$ cat src/rtl/mips_pkg.sv
// rtl/mips_pkg.sv - shared MIPS instruction field positions and IF/ID state encoding
//
// Purpose: constants used by the IF/ID stage and its skid buffer.
//   INSTR_W            instruction word width
//   *_MSB / *_LSB      bit positions of each MIPS instruction field
//   ifid_state_t       occupancy state of the 2-entry skid buffer
package mips_pkg;

  localparam int INSTR_W   = 32;

  localparam int OPC_MSB   = 31;
  localparam int OPC_LSB   = 26;
  localparam int RS_MSB    = 25;
  localparam int RS_LSB    = 21;
  localparam int RT_MSB    = 20;
  localparam int RT_LSB    = 16;
  localparam int RD_MSB    = 15;
  localparam int RD_LSB    = 11;
  localparam int SHAMT_MSB = 10;
  localparam int SHAMT_LSB = 6;
  localparam int FUNCT_MSB = 5;
  localparam int FUNCT_LSB = 0;
  localparam int IMM_MSB   = 15;
  localparam int IMM_LSB   = 0;
  localparam int JADDR_MSB = 25;
  localparam int JADDR_LSB = 0;

  typedef enum logic [1:0] {
    EMPTY = 2'd0,
    ONE   = 2'd1,
    FULL  = 2'd2
  } ifid_state_t;

endpackage

$ cat src/rtl/skid_buffer.sv
// rtl/skid_buffer.sv - generic 2-entry valid/ready skid register with flush
//
// Purpose: holds up to two data words between a producer and a consumer.
// The main entry always drives out_data; the skid entry catches one word that
// arrives while the consumer is stalled. in_ready is a registered flag.
// Ports:
//   clk, rst_n          clock, asynchronous active-low reset
//   flush               drop all held entries (state -> EMPTY)
//   in_valid/in_ready   producer handshake, in_data payload
//   out_valid/out_ready consumer handshake, out_data payload (main entry)
module skid_buffer
  import mips_pkg::*;
#(
  parameter int W = 64
) (
  input  logic         clk,
  input  logic         rst_n,
  input  logic         flush,
  input  logic         in_valid,
  output logic         in_ready,
  input  logic [W-1:0] in_data,
  output logic         out_valid,
  input  logic         out_ready,
  output logic [W-1:0] out_data
);

  ifid_state_t state, state_nx;
  logic [W-1:0] main_q, skid_q;
  logic         in_ready_q;
  logic         in_fire, out_fire;
  logic         load_main_in, load_main_skid, load_skid;

  assign in_fire   = in_valid & in_ready_q;
  assign out_fire  = (state != EMPTY) & out_ready;
  assign in_ready  = in_ready_q;
  assign out_valid = (state != EMPTY);
  assign out_data  = main_q;

  always_comb begin
    state_nx       = state;
    load_main_in   = 1'b0;
    load_main_skid = 1'b0;
    load_skid      = 1'b0;
    case (state)
      EMPTY: begin
        if (in_fire) begin
          state_nx     = ONE;
          load_main_in = 1'b1;
        end
      end
      ONE: begin
        if (in_fire && out_fire) begin
          load_main_in = 1'b1;
        end else if (in_fire) begin
          state_nx  = FULL;
          load_skid = 1'b1;
        end else if (out_fire) begin
          state_nx = EMPTY;
        end
      end
      FULL: begin
        // in_ready is low here, so no input can arrive alongside the drain.
        if (out_fire) begin
          state_nx       = ONE;
          load_main_skid = 1'b1;
        end
      end
      default: state_nx = EMPTY;
    endcase
    // A redirect wins over everything: drop held words and any incoming one.
    if (flush) begin
      state_nx       = EMPTY;
      load_main_in   = 1'b0;
      load_main_skid = 1'b0;
      load_skid      = 1'b0;
    end
  end

  always_ff @(posedge clk or negedge rst_n) begin
    if (!rst_n) begin
      state      <= EMPTY;
      in_ready_q <= 1'b1;
      main_q     <= '0;
      skid_q     <= '0;
    end else begin
      state      <= state_nx;
      in_ready_q <= (state_nx != FULL);
      if (load_main_in) begin
        main_q <= in_data;
      end else if (load_main_skid) begin
        main_q <= skid_q;
      end
      if (load_skid) begin
        skid_q <= in_data;
      end
    end
  end

endmodule

$ cat src/rtl/ifid_stage.sv
// rtl/ifid_stage.sv - MIPS IF/ID pipeline register with skid buffer and field decode
//
// Purpose: registers fetched instruction + PC behind a valid/ready handshake
// and slices the held instruction into MIPS fields for decode.
// Optional feature macro: IFID_STALL_COUNT_EN (adds saturating stall_count).
// Ports:
//   clk, rst_n                 clock, asynchronous active-low reset
//   flush                      branch/jump redirect, discards held instructions
//   in_valid/in_ready          fetch handshake; in_instr, in_pc payload
//   out_valid/out_ready        decode handshake; out_instr, out_pc payload
//   opcode rs rt rd shamt funct imm16 jaddr   fields of out_instr
//   stall_count                cycles with out_valid & !out_ready (optional)
module ifid_stage
  import mips_pkg::*;
#(
  parameter int PC_W  = 32,
  parameter int CNT_W = 16
) (
  input  logic              clk,
  input  logic              rst_n,
  input  logic              flush,
  input  logic              in_valid,
  output logic              in_ready,
  input  logic [31:0]       in_instr,
  input  logic [PC_W-1:0]   in_pc,
  output logic              out_valid,
  input  logic              out_ready,
  output logic [31:0]       out_instr,
  output logic [PC_W-1:0]   out_pc,
  output logic [5:0]        opcode,
  output logic [4:0]        rs,
  output logic [4:0]        rt,
  output logic [4:0]        rd,
  output logic [4:0]        shamt,
  output logic [5:0]        funct,
  output logic [15:0]       imm16,
  output logic [25:0]       jaddr
`ifdef IFID_STALL_COUNT_EN
  ,
  output logic [CNT_W-1:0]  stall_count
`endif
);

  logic [INSTR_W+PC_W-1:0] held;

  skid_buffer #(
    .W (INSTR_W + PC_W)
  ) u_skid (
    .clk       (clk),
    .rst_n     (rst_n),
    .flush     (flush),
    .in_valid  (in_valid),
    .in_ready  (in_ready),
    .in_data   ({in_instr, in_pc}),
    .out_valid (out_valid),
    .out_ready (out_ready),
    .out_data  (held)
  );

  assign out_instr = held[INSTR_W+PC_W-1:PC_W];
  assign out_pc    = held[PC_W-1:0];

  // Field slices are don't-care while EMPTY (they show stale main contents).
  assign opcode = out_instr[OPC_MSB:OPC_LSB];
  assign rs     = out_instr[RS_MSB:RS_LSB];
  assign rt     = out_instr[RT_MSB:RT_LSB];
  assign rd     = out_instr[RD_MSB:RD_LSB];
  assign shamt  = out_instr[SHAMT_MSB:SHAMT_LSB];
  assign funct  = out_instr[FUNCT_MSB:FUNCT_LSB];
  assign imm16  = out_instr[IMM_MSB:IMM_LSB];
  assign jaddr  = out_instr[JADDR_MSB:JADDR_LSB];

`ifdef IFID_STALL_COUNT_EN
  // Saturating; flush deliberately leaves it alone so stall history survives redirects.
  always_ff @(posedge clk or negedge rst_n) begin
    if (!rst_n) begin
      stall_count <= '0;
    end else if (out_valid && !out_ready && (stall_count != {CNT_W{1'b1}})) begin
      stall_count <= stall_count + 1'b1;
    end
  end
`else
  logic [CNT_W-1:0] unused_cnt;
  assign unused_cnt = '0;
`endif

endmodule

$ cat config.mk
export PLATFORM = sky130hd
export DESIGN_NAME = ifid_stage
export DESIGN_NICKNAME = d
export VERILOG_FILES = /design/src/rtl/mips_pkg.sv /design/src/rtl/skid_buffer.sv /design/src/rtl/ifid_stage.sv
export SDC_FILE = /design/constraint.sdc
export NUM_CORES = 1
export LEC_CHECK = 0
export ABC_AREA = 1
export BUFFER_PORTS_ARGS = -buffer_cell sky130_fd_sc_hd__clkbuf_2
export CAP_MARGIN = 5
export CORE_MARGIN = 5
export CORE_UTILIZATION = 52
export DETAILED_ROUTE_END_ITERATION = 16
export GPL_TIMING_DRIVEN = 0
export PLACE_DENSITY = 0.87
export SKIP_CTS_REPAIR_TIMING = 1
export SLEW_MARGIN = 20
export SYNTH_ARGS = -nofsm -noshare
export SYNTH_HDL_FRONTEND = slang
export SYNTH_SLANG_ARGS = --single-unit
$ cat constraint.sdc
create_clock -name clk -period 1.8 [get_ports clk]
set_clock_uncertainty 0.15 [all_clocks]
set_input_delay 0.36 -clock clk [delete_from_list [all_inputs] [get_ports clk]]
set_output_delay 0.36 -clock clk [all_outputs]
set_load 0.01 [all_outputs]
# Yosys cells after proc, flatten, opt, wreduce, memory -nomap -nowiden
# Index checks and enable logic that the tools add are counted.
[word_totals]
inputBits = 69
word_cells = 32
register_bits = 131
output_inout_bits = 140
[classes]
bitwise_logic = 2
n_mux = 19
n_eq_ne = 3
reduce_logical = 4
[op_table]
columns = ["cell", "n"]
rows = [
  ["64-bit 2-to-1 mux", 2],
  ["2-bit 2-to-1 mux", 6],
  ["1-bit 2-to-1 mux", 9],
  ["2-bit case mux with 3 select lines", 1],
  ["2-bit nonzero test", 2],
  ["1-bit AND", 2],
  ["2-bit by 1-bit equality test with 1-bit output, second input constant", 1],
  ["2-bit equality test, second input constant", 1],
  ["2-bit logical NOT", 1],
  ["2-bit inequality test, second input constant", 1],
  ["1-bit case mux with 2 select lines", 1],
  ["1-bit logical AND", 1],
]

# Longest topological paths before layout
# Gate-level depths: netlist of run 1.
[depth]
word_depth = 8
depth_mapped = 8
depth_no_buf = 7

# Cells and area by module
# Synthesis of run 1 repeated with hierarchy kept, for this count alone.
[unflattened]
cells_unflattened = 854
hier_area_um2 = 6747.7
[by_module_without_submodules]
columns = ["mod", "area_each_um2", "seq_area_each_um2", "n_inst", "cells_each"]
rows = [
  ["skid_buffer", 6192.2, 3279.4, 1, 780],
  ["ifid_stage", 555.5, 0.0, 1, 74],
]

# Worst setup path after synthesis of run 1
# OpenSTA, ideal clock, no wires.
[synth_path]
kind = "flip-flop to flip-flop"
from = "register u_skid.in_ready_q (netlist: u_skid.in_ready)"
to = "register u_skid.main_q[10] (netlist: u_skid.out_data[10])"
arrival_time_ns = 1.251
t_required_ns = 1.532
setup_slack_ns = 0.282
path_stages_with_launch = 8
n_path_buf = 2
setup_ns = 0.118
path_cell_list = "dfstp_2 > nand2_1 > inv_2 > buf_2 > buf_2 > nand4_1 > nand3_1 > nand2_1"
[synth_between]
elab_chain_len = 6
[synth_lines]
columns = ["item", "line_no", "rtl"]
rows = [
  ["from (decl)", "skid_buffer.sv:29", "logic in_ready_q;"],
  ["from (signal assigned)", "skid_buffer.sv:87", "in_ready_q <= (state_nx != FULL);"],
  ["1-bit AND *", "skid_buffer.sv:33", "assign in_fire = in_valid & in_ready_q;"],
  ["1-bit logical AND", "skid_buffer.sv:52", "if (in_fire && out_fire) begin"],
  ["1-bit 2-to-1 mux", "skid_buffer.sv:52", ""],
  ["1-bit case mux with 2 select lines *", "skid_buffer.sv:44", "case (state)"],
  ["1-bit 2-to-1 mux *", "skid_buffer.sv:71", "if (flush) begin"],
  ["64-bit 2-to-1 mux or 2-bit nonzero test (tied branches)", "-", ""],
  ["to (signal assigned)", "skid_buffer.sv:89", "main_q <= in_data;"],
  ["to (signal assigned)", "skid_buffer.sv:91", "main_q <= skid_q;"],
  ["to (decl)", "skid_buffer.sv:28", "logic [W-1:0] main_q, skid_q;"],
]
# Mark *: on every way between the ends. The rest lies on a longest branch, timed or not.
# A chain may end at the register's enable or synchronous reset.

# Worst setup path in the final report of run 1
[layout_path]
from = "register u_skid.in_ready_q (netlist: u_skid.in_ready)"
to = "register u_skid.main_q[33] (netlist: u_skid.out_data[33])"
# Same word-level chain as after synthesis.

==> impl_table.tex, run 1 <==
\begin{tabular}{lr}
\hline
Metric & Value \\
\hline
\multicolumn{2}{l}{\textbf{Synth}} \\
Count leader, synth & sky130\_fd\_sc\_hd\_\_nand2\_1 \\
Post-synth top area share & 0.481 \\
Share of synthesized area occupied by flip-flops and latches & 0.485 \\
Cell type contributing the most total cell area after synthesis & sky130\_fd\_sc\_hd\_\_dfrtp\_1 \\
Number of warnings printed during yosys synthesis & 0 \\
Gate count after technology mapping & 855 \\
Net count after synthesis & 924 \\
Average cell area after synthesis & slightly below 8 µm² \\
List of most frequent post-synthesis cells & sky130\_fd\_sc\_hd\_\_nand2\_1, sky130\_fd\_sc\_hd\_\_inv\_1, sky130\_fd\_sc\_hd\_\_dfrtp\_1, sky130\_fd\_sc\_hd\_\_buf\_4, sky130\_fd\_sc\_hd\_\_nand3\_1 \\
Leading post-synthesis cells by cell area & sky130\_fd\_sc\_hd\_\_dfrtp\_1, sky130\_fd\_sc\_hd\_\_nand2\_1, sky130\_fd\_sc\_hd\_\_buf\_4 \\
Number of synthesized flops with an enable pin & 0 \\
Post-Synthesis Cell Area & between 0.006 and 0.007 mm² \\
Async SR Flop Fraction & 1.00 \\
Seq cells post-synth & 131 \\
Primary FF master, synth & sky130\_fd\_sc\_hd\_\_dfrtp\_1 \\
Number of distinct library cells after synthesis & 19 \\
\multicolumn{2}{l}{\textbf{Global route}} \\
Maximum number of pins on one net before global-route repair & 81 \\
Initial antenna violation count & 0 \\
Global-route wire length before repair & between 20000 and 30000 µm \\
Total overflow reported by the global router & 0 \\
Aggregate global-route resource usage & 0.235 \\
Vias in the first global route & about 5900 \\
\multicolumn{2}{l}{\textbf{Clock network}} \\
Clk pin slew, worst setup/hold paths & $\sim$0.060 ns \\
Clk sink count & 131 \\
Cell at the root of the clock tree & sky130\_fd\_sc\_hd\_\_clkbuf\_16 \\
Clock tree from TritonCTS & done \\
Clk buf depth & 2 \\
Clock latency at the later pin of the worst-skew pair & 0.42 ns \\
TritonCTS buffer count & 17 \\
CTS H-tree depth & 4 \\
\multicolumn{2}{l}{\textbf{Worst setup path}} \\
Endpoint class of the critical path & flip-flop \\
Register-to-register setup slack & $\sim$0.052 ns \\
Cell Chain, Critical Path & nand2\_1, inv\_2, buf\_4, buf\_4, nand4\_1, nand3\_1, nand2\_1 \\
Highest net fanout along the worst path & 10 \\
Top delay family on crit path & flip-flops \\
Arr. time, crit path & approximately 1.9 ns \\
Buffers plus inverters on the worst setup path & 3 \\
Kind of launch point of the worst setup path & flip-flop \\
Worst stage delay on the critical path & $\sim$0.53 ns \\
Crit Path Class & flip-flop to flip-flop \\
Crit-path slowest cell & sky130\_fd\_sc\_hd\_\_dfstp\_2 \\
Data required, critical path & about 2.0 ns \\
\multicolumn{2}{l}{\textbf{Timing}} \\
Worst setup margin & approximately 0.052 ns \\
Achievable Freq & roughly 570 MHz \\
Setup repair after global routing missed its margin & yes \\
Number of hold violations in the final report & 0 \\
Post-layout minimum cycle time & around 1.7 ns \\
Share of the clock period used by the worst path & 0.971 \\
Max-slew violation count & 0 \\
Slew at the pin closest to its max-slew limit & between 0.5 and 0.6 ns \\
Final setup violation count & 0 \\
Relative max-transition margin & 0.658 \\
\multicolumn{2}{l}{\textbf{Drt}} \\
ANT nets after route & 0 \\
Via count & 6255 \\
Drt wl/cell & $\sim$14 µm \\
Total detailed-routing wirelength & roughly 18000 µm \\
Number of search-and-repair iterations in the first detailed-routing pass & 6 \\
Average vias per placed instance & 4.94 \\
Iteration-0 DRC Markers & approximately 560 \\
Number of remaining DRC errors & 0 \\
\multicolumn{2}{l}{\textbf{Floorplanning}} \\
Floorplan die area & 0.0154 mm² \\
Top-level I/O count & around 210 \\
Horizontal die dimension & 124 µm \\
Die height & roughly 120 µm \\
Standard cell core area & roughly 0.013 mm² \\
Initial standard-cell utilization of the core & 0.534 \\
Floorplan row count & 41 \\
\multicolumn{2}{l}{\textbf{Placed design}} \\
Instance area at placement & between 0.008 and 0.009 mm² \\
Routability congestion estimate & just over 0.8 \\
Number of I/O port buffers & $\sim$210 \\
HPWL after detailed placement & 12600 µm \\
Worst slack, placed & -0.00601 ns \\
\multicolumn{2}{l}{\textbf{Hold path}} \\
Min-Delay Path Class & primary input to flip-flop \\
\multicolumn{2}{l}{\textbf{Pwr}} \\
Static leakage power & 5.20 nW \\
Pwr per Cell Area & about 1300 mW/mm² \\
Peak supply drop & around 0.00074 V \\
\multicolumn{2}{l}{\textbf{Outcome}} \\
Status & finished, final reports clean \\
\multicolumn{2}{l}{\textbf{Final layout}} \\
Final antenna diode count & 0 \\
Area taken by flip-flops and latches & approximately 0.0033 mm² \\
Fraction of final layout cells sized beyond drive strength 1 & 0.341 \\
Area taken by multi-input logic gates & roughly 0.0021 mm² \\
Fill cell instance count of the final layout & roughly 1000 \\
Fin area & $\sim$0.0087 mm² \\
Nets@finish & 1154 \\
Core utilization of the finished layout & 0.686 \\
Layout Area Growth over Synthesis & 28.5\% \\
\multicolumn{2}{l}{\textbf{Flow run}} \\
Number of maximum-capacitance violations & 0 \\
\hline
\end{tabular}
## worst paths after layout
| path | end | from | depth (start not counted) |
|---|---|---|---|
| max in group asynchronous | u_skid.in_ready$_DFF_PN1_ | rst_n | 3 |
| max | u_skid.out_data[33]$_DFFE_PN0P_ | u_skid.in_ready$_DFF_PN1_ | 7 |
| min reg2reg | u_skid.out_data[22]$_DFFE_PN0P_ | u_skid.out_data[22]$_DFFE_PN0P_ | 2 |
| min | u_skid.skid_q[56]$_DFFE_PN0P_ | in_instr[24] | 3 |
| max reg2reg | u_skid.out_data[33]$_DFFE_PN0P_ | u_skid.in_ready$_DFF_PN1_ | 7 |
| min in group asynchronous | u_skid.out_data[18]$_DFFE_PN0P_ | rst_n | 2 |
## metal layers
metal / up-vias / GRT usage / wire [µm]
met5: - / 0 / 0
met3: 30 / 0.0668 / 1420
met2: 264 / 0.384 / 8810
met4: 0 / 0.0869 / 374
met1: 2899 / 0.297 / 7400
li1: 3062 / - / -
## cell usage in the layout, fill, tap and decap left out
cell type                         n
sky130_fd_sc_hd__nand3_1         67
sky130_fd_sc_hd__nand2_4          1
sky130_fd_sc_hd__buf_12           1
sky130_fd_sc_hd__nand2_1        258
sky130_fd_sc_hd__buf_2           28
sky130_fd_sc_hd__clkbuf_1         6
sky130_fd_sc_hd__o21ai_0         11
sky130_fd_sc_hd__bufinv_16        2
sky130_fd_sc_hd__nand3_4          1
sky130_fd_sc_hd__clkbuf_16       17
sky130_fd_sc_hd__clkbuf_2       207
sky130_fd_sc_hd__clkbuf_8         6
sky130_fd_sc_hd__buf_6            8
sky130_fd_sc_hd__dlygate4sd3_1    1
sky130_fd_sc_hd__nand4_1         64
sky130_fd_sc_hd__nand3_2          2
sky130_fd_sc_hd__inv_2            4
sky130_fd_sc_hd__o21ai_1         54
sky130_fd_sc_hd__dfrtp_1        130
sky130_fd_sc_hd__buf_16           1
sky130_fd_sc_hd__clkbuf_4         4
sky130_fd_sc_hd__nor2_4           1
sky130_fd_sc_hd__nand2_2          1
sky130_fd_sc_hd__inv_1          131
sky130_fd_sc_hd__clkinv_2         3
sky130_fd_sc_hd__buf_4           84
sky130_fd_sc_hd__nor2_2           1
sky130_fd_sc_hd__dfstp_2          1
## worst register-to-register path, stage by stage, from the launching register on
cell                      delay [ns]
sky130_fd_sc_hd__dfstp_2        0.53
sky130_fd_sc_hd__nand2_1        0.11
sky130_fd_sc_hd__inv_2          0.11
sky130_fd_sc_hd__buf_4          0.21
sky130_fd_sc_hd__buf_4          0.20
sky130_fd_sc_hd__nand4_1        0.11
sky130_fd_sc_hd__nand3_1        0.12
sky130_fd_sc_hd__nand2_1        0.08
## per-stage QoR
stage | TNS, ns | total power, mW | hold WS [ns] | cells
6_report | 0 | 11.0 | 0.0256 | 1267
4_1_cts | -0.227 | 11.1 | -0.257 | 1265
3_3_place_gp | -239.57 | 7.48 | 0.314 | 1235
3_5_place_dp | -0.0101 | 7.63 | 0.195 | 1236
5_1_grt | -0.137 | 11.7 | 0.0212 | 1267
2_1_floorplan | 0 | 6.30 | -0.0856 | 855
## cells by family after synthesis
family | synth area share
buffers and inverters | 0.205
AOI/OAI and AO/OA | 0.0481
DFF | 0.485
and+or+nand+nor | 0.263
## power by group
group	switching, mW	internal (mW)	leakage, nW
combinational	1.73	1.64	3.24
sequential	0.538	3.70	1.67
clock	1.20	2.19	0.288
total	3.47	7.53	5.20
## sequential cells by signal (all words and copies together) (netlist names)
| name | flops |
|---|---|
| u_skid.out_data | 64 |
| u_skid.state | 2 |
| u_skid.skid_q | 64 |
| u_skid.in_ready | 1 |
## layout make-up
class	count	share of cell area
plain buffers	126	0.102
clock buffers	24	0.0577
repair buffers	213	0.129
well taps	172	0.0248
flip-flops and latches	131	0.377
multi-input cells	461	0.242
clock inverters	5	0.00864
inverters	135	0.0583
(Power assumes the default switching activity.)
==> run 2, diff against run 1 <==
SYNTH_HIERARCHICAL = 1   (was unset)
==> run 2 against run 1 <==
Synthesized cell count decreased by 0.12%. First-iteration DRC count fell by 15%. Clock power grew 9.1%. Global-route usage rose by 0.66 points. Combinational power shrank 22%. Setup slack improved by 0.035 ns. Via count increased by 1.1%. Hold slack got worse by 0.0026 ns. Critical path depth did not move. Cell area up 0.27%. Die area decreased by 0.25%. Sequential cell count stayed put. Critical endpoint is now u_skid/out_data[57]$_DFFE_PN0P_.
==> impl_table.tex, run 2 <==
\begin{tabular}{lr}
\hline
Metric & Value \\
\hline
\multicolumn{2}{l}{\textbf{Outcome}} \\
Status & finished, final reports clean \\
\multicolumn{2}{l}{\textbf{Pwr}} \\
Internal Power & 7.35 mW (-2.4\%) \\
Combinational share of power & 0.254 (-0.052) \\
Pwr per Cell Area & 1190 mW/mm² (-5.6\%) \\
Switching power share of the total & 0.293 (-0.0220) \\
Clock power frac & 0.356 (+0.048) \\
Net switching power & 3.05 mW (-12\%) \\
Peak supply drop & 0.000603 V (-19\%) \\
Total Power Consumption & 10.4 mW (-5.4\%) \\
Static leakage power & 4.88 nW (-6.1\%) \\
Proportion of power drawn by flip-flops and latches & 0.390 (+0.005) \\
\multicolumn{2}{l}{\textbf{Drt}} \\
Number of search-and-repair iterations in the first detailed-routing pass & 7 (+1) \\
ANT nets after route & 0 (unchanged) \\
Iteration-0 DRC Markers & 472 (-15\%) \\
Average vias per placed instance & 4.99 (+0.99\%) \\
Total detailed-routing wirelength & 18300 µm (+1.4\%) \\
Drt wl/cell & 14.4 µm (+1.3\%) \\
Via count & 6322 (+1.1\%) \\
Number of remaining DRC errors & 0 (unchanged) \\
\multicolumn{2}{l}{\textbf{Floorplanning}} \\
Initial standard-cell utilization of the core & 0.533 (-0.00148) \\
Standard cell core area & 0.0127 mm² (unchanged) \\
Horizontal die dimension & 124 µm (-0.12\%) \\
Floorplan die area & 0.0154 mm² (-0.25\%) \\
Die height & 124 µm (-0.12\%) \\
Floorplan row count & 41 (unchanged) \\
Top-level I/O count & 209 (unchanged) \\
\multicolumn{2}{l}{\textbf{Placed design}} \\
Number of I/O port buffers & 208 (unchanged) \\
HPWL after detailed placement & 12800 µm (+1.7\%) \\
Worst slack, placed & -0.00442 ns (+0.00160 ns) \\
Routability congestion estimate & 0.869 (+7.0\%) \\
Placed cell count & 1235 (-0.081\%) \\
\multicolumn{2}{l}{\textbf{Worst setup path}} \\
Reg-to-reg critical path endpoint & u\_skid/out\_data[57]\$\_DFFE\_PN0P\_ \\
Kind of launch point of the worst setup path & flip-flop \\
Register-to-register setup slack & 0.09 ns (+0.03 ns) \\
Capturing element of the worst setup path & u\_skid/out\_data[57]\$\_DFFE\_PN0P\_ \\
Critical register-to-register path startpoint & u\_skid/in\_ready\$\_DFF\_PN1\_ \\
Data required, critical path & 1.95 ns (about the same) \\
Endpoint class of the critical path & flip-flop \\
Crit. Startpoint & u\_skid/in\_ready\$\_DFF\_PN1\_ \\
Worst Reg-to-Reg Cells & 7 (unchanged) \\
Arr. time, crit path & 1.86 ns (-0.04 ns) \\
Highest net fanout along the worst path & 10 (unchanged) \\
Crit Path Class & flip-flop to flip-flop \\
\multicolumn{2}{l}{\textbf{Synth}} \\
Number of synthesized flops with an enable pin & 0 (unchanged) \\
Cell type contributing the most total cell area after synthesis & sky130\_fd\_sc\_hd\_\_dfrtp\_1 \\
Gate count after technology mapping & 854 (-0.12\%) \\
Post-Synthesis Cell Area & 0.00675 mm² (-0.28\%) \\
Share of synthesized area occupied by flip-flops and latches & 0.486 (+0.00135) \\
Leading post-synthesis cells by cell area & sky130\_fd\_sc\_hd\_\_dfrtp\_1, sky130\_fd\_sc\_hd\_\_nand2\_1, sky130\_fd\_sc\_hd\_\_nand3\_1 \\
Seq cells post-synth & 131 (unchanged) \\
List of most frequent post-synthesis cells & sky130\_fd\_sc\_hd\_\_nand2\_1, sky130\_fd\_sc\_hd\_\_nand3\_1, sky130\_fd\_sc\_hd\_\_dfrtp\_1, sky130\_fd\_sc\_hd\_\_inv\_1, sky130\_fd\_sc\_hd\_\_buf\_4 \\
Number of warnings printed during yosys synthesis & 6 (+6) \\
Post-synth top area share & 0.482 (+0.00134) \\
Async SR Flop Fraction & 1.00 (unchanged) \\
Number of distinct library cells after synthesis & 19 (unchanged) \\
Average cell area after synthesis & 7.90 µm² (-0.16\%) \\
Primary FF master, synth & sky130\_fd\_sc\_hd\_\_dfrtp\_1 \\
Net count after synthesis & 923 (-0.11\%) \\
Count leader, synth & sky130\_fd\_sc\_hd\_\_nand2\_1 \\
\multicolumn{2}{l}{\textbf{Timing}} \\
Relative max-transition margin & 0.642 (-0.0167) \\
Post-layout minimum cycle time & 1.71 ns (-0.0346 ns) \\
Max-slew violation count & 0 (unchanged) \\
Slew at the pin closest to its max-slew limit & 0.538 ns (+0.0250 ns) \\
Achievable Freq & 583 MHz (+2.0\%) \\
Number of hold violations in the final report & 0 (unchanged) \\
Smallest hold slack & 0.0230 ns (-0.00258 ns) \\
Share of the clock period used by the worst path & 0.952 (-0.0192) \\
Final setup violation count & 0 (unchanged) \\
Worst setup margin & 0.0862 ns (+0.0346 ns) \\
\multicolumn{2}{l}{\textbf{Global route}} \\
Initial antenna violation count & 0 (unchanged) \\
Global routing usage on met3 & 0.0495 (-0.0173) \\
Maximum number of pins on one net before global-route repair & 68 (-16\%) \\
Vias in the first global route & 6002 (+1.5\%) \\
Global-route wire length before repair & 28900 µm (+2.6\%) \\
Total overflow reported by the global router & 0 (unchanged) \\
Met1 usage in global routing & 0.306 (+0.00887) \\
Met2 Resource Use GR & 0.395 (+0.0113) \\
Busiest layer in global routing & met2 \\
Aggregate global-route resource usage & 0.241 (+0.00658) \\
\multicolumn{2}{l}{\textbf{Clock network}} \\
Clk sink count & 131 (unchanged) \\
Cell at the root of the clock tree & sky130\_fd\_sc\_hd\_\_clkbuf\_16 \\
CTS H-tree depth & 4 (unchanged) \\
Clock tree from TritonCTS & done \\
Clock latency at the later pin of the worst-skew pair & 0.41 ns (about the same) \\
Clk buf depth & 2 (unchanged) \\
TritonCTS buffer count & 17 (unchanged) \\
Clk pin slew, worst setup/hold paths & 0.06 ns (about the same) \\
\multicolumn{2}{l}{\textbf{Hold path}} \\
Min-Delay Path Class & primary input to flip-flop \\
\multicolumn{2}{l}{\textbf{Final layout}} \\
Most frequent cells in the layout & sky130\_fd\_sc\_hd\_\_clkbuf\_2, sky130\_fd\_sc\_hd\_\_nand2\_1, sky130\_fd\_sc\_hd\_\_inv\_1, sky130\_fd\_sc\_hd\_\_nand3\_1, sky130\_fd\_sc\_hd\_\_dfrtp\_1 \\
Final antenna diode count & 0 (unchanged) \\
Fraction of final layout cells sized beyond drive strength 1 & 0.342 (+0.00151) \\
Most common cell after layout, fill and taps aside & sky130\_fd\_sc\_hd\_\_clkbuf\_2 \\
Layout Area Growth over Synthesis & 29.2\% \\
Final std cells w/o fill & 1268 (+0.079\%) \\
Fill cell instance count of the final layout & 1014 (+1.5\%) \\
Nets@finish & 1152 (-0.17\%) \\
\multicolumn{2}{l}{\textbf{Flow run}} \\
Number of maximum-capacitance violations & 0 (unchanged) \\
\hline
\end{tabular}
==> run 2: changes by cell type after synthesis, moves of 2 or more <==
cell and change:
sky130_fd_sc_hd__nand3_1 +64, sky130_fd_sc_hd__buf_6 -2, sky130_fd_sc_hd__o21ai_1 +16, sky130_fd_sc_hd__buf_4 +5
sky130_fd_sc_hd__buf_2 +2, sky130_fd_sc_hd__inv_2 -2, sky130_fd_sc_hd__nand2_1 -66, sky130_fd_sc_hd__nand4_1 -63
sky130_fd_sc_hd__o21ai_0 +49, sky130_fd_sc_hd__nand3_2 -2, sky130_fd_sc_hd__clkbuf_1 -3
==> run 2: power groups by stage <==
stage               combinational (mW)  clock (mW)  sequential (mW)
floorplan                         1.52           0             4.12
global placement                  2.54           0             4.05
detailed placement                2.64           0             4.08
CTS                               2.66        3.77             4.05
global route                      2.96        3.91             4.14
finish                            2.64        3.70             4.06
==> run 2: final cells by class <==
type | instances | area (µm²) | share of cell area
Tap cell | 172 | 215 | 0.0247
Clock inverter | 11 | 183 | 0.0210
Sequential cell | 131 | 3280 | 0.376
Timing Repair Buffer | 210 | 1090 | 0.125
Inverter | 132 | 495 | 0.0568
Multi-Input combinational cell | 461 | 2090 | 0.240
Buffer | 130 | 916 | 0.105
Clock buffer | 21 | 450 | 0.0517
==> run 2: worst min path at each step <==
stage                                 startpoint                              end  slack [ns]  cells after the start
floorplan                                  rst_n   u_skid/out_data[0]$_DFFE_PN0P_       -0.09                      0
global placement    u_skid/skid_q[6]$_DFFE_PN0P_     u_skid/skid_q[6]$_DFFE_PN0P_        0.32                      2
detailed placement                         rst_n  u_skid/out_data[20]$_DFFE_PN0P_        0.23                      1
CTS                                        rst_n  u_skid/out_data[20]$_DFFE_PN0P_       -0.21                      1
global route                         in_instr[7]    u_skid/skid_q[39]$_DFFE_PN0P_        0.04                      3
finish                               in_instr[7]    u_skid/skid_q[39]$_DFFE_PN0P_        0.02                      3
==> run 2: cell families (layout without fill, tap and decap cells) <==
logic type,after synthesis,after routing,synth area share
and+or+nand+nor,330,330,0.211
AOI/OAI and AO/OA,131,131,0.0973
buffers and inverters,262,504,0.206
DFF,131,131,0.486
==> run 2: layer usage <==
layer,up-vias,part of all wire
li1,3057,-
met2,306,0.49
met1,2918,0.40
met3,41,0.079
met5,-,0
met4,0,0.033
==> run 2: worst max-delay path: stages, from the launching register on <==
cell,delay (ns)
sky130_fd_sc_hd__dfstp_2,0.55
sky130_fd_sc_hd__nand2_1,0.10
sky130_fd_sc_hd__nor2_4,0.14
sky130_fd_sc_hd__buf_6,0.18
sky130_fd_sc_hd__clkbuf_4,0.22
sky130_fd_sc_hd__nand3_1,0.12
sky130_fd_sc_hd__nand2_1,0.10
sky130_fd_sc_hd__nand2_1,0.06
==> run 2: per-stage QoR <==
stage | TNS [ns] | cell area [µm²] | utilization
floorplan | 0 | 6750 | -
global placement | -237.94 | 8000 | 0.632
detailed placement | -0.00442 | 8040 | 0.635
CTS | -0.225 | 8670 | 0.685
global route | -0.00260 | 8720 | 0.688
finish | 0 | 8720 | 0.688
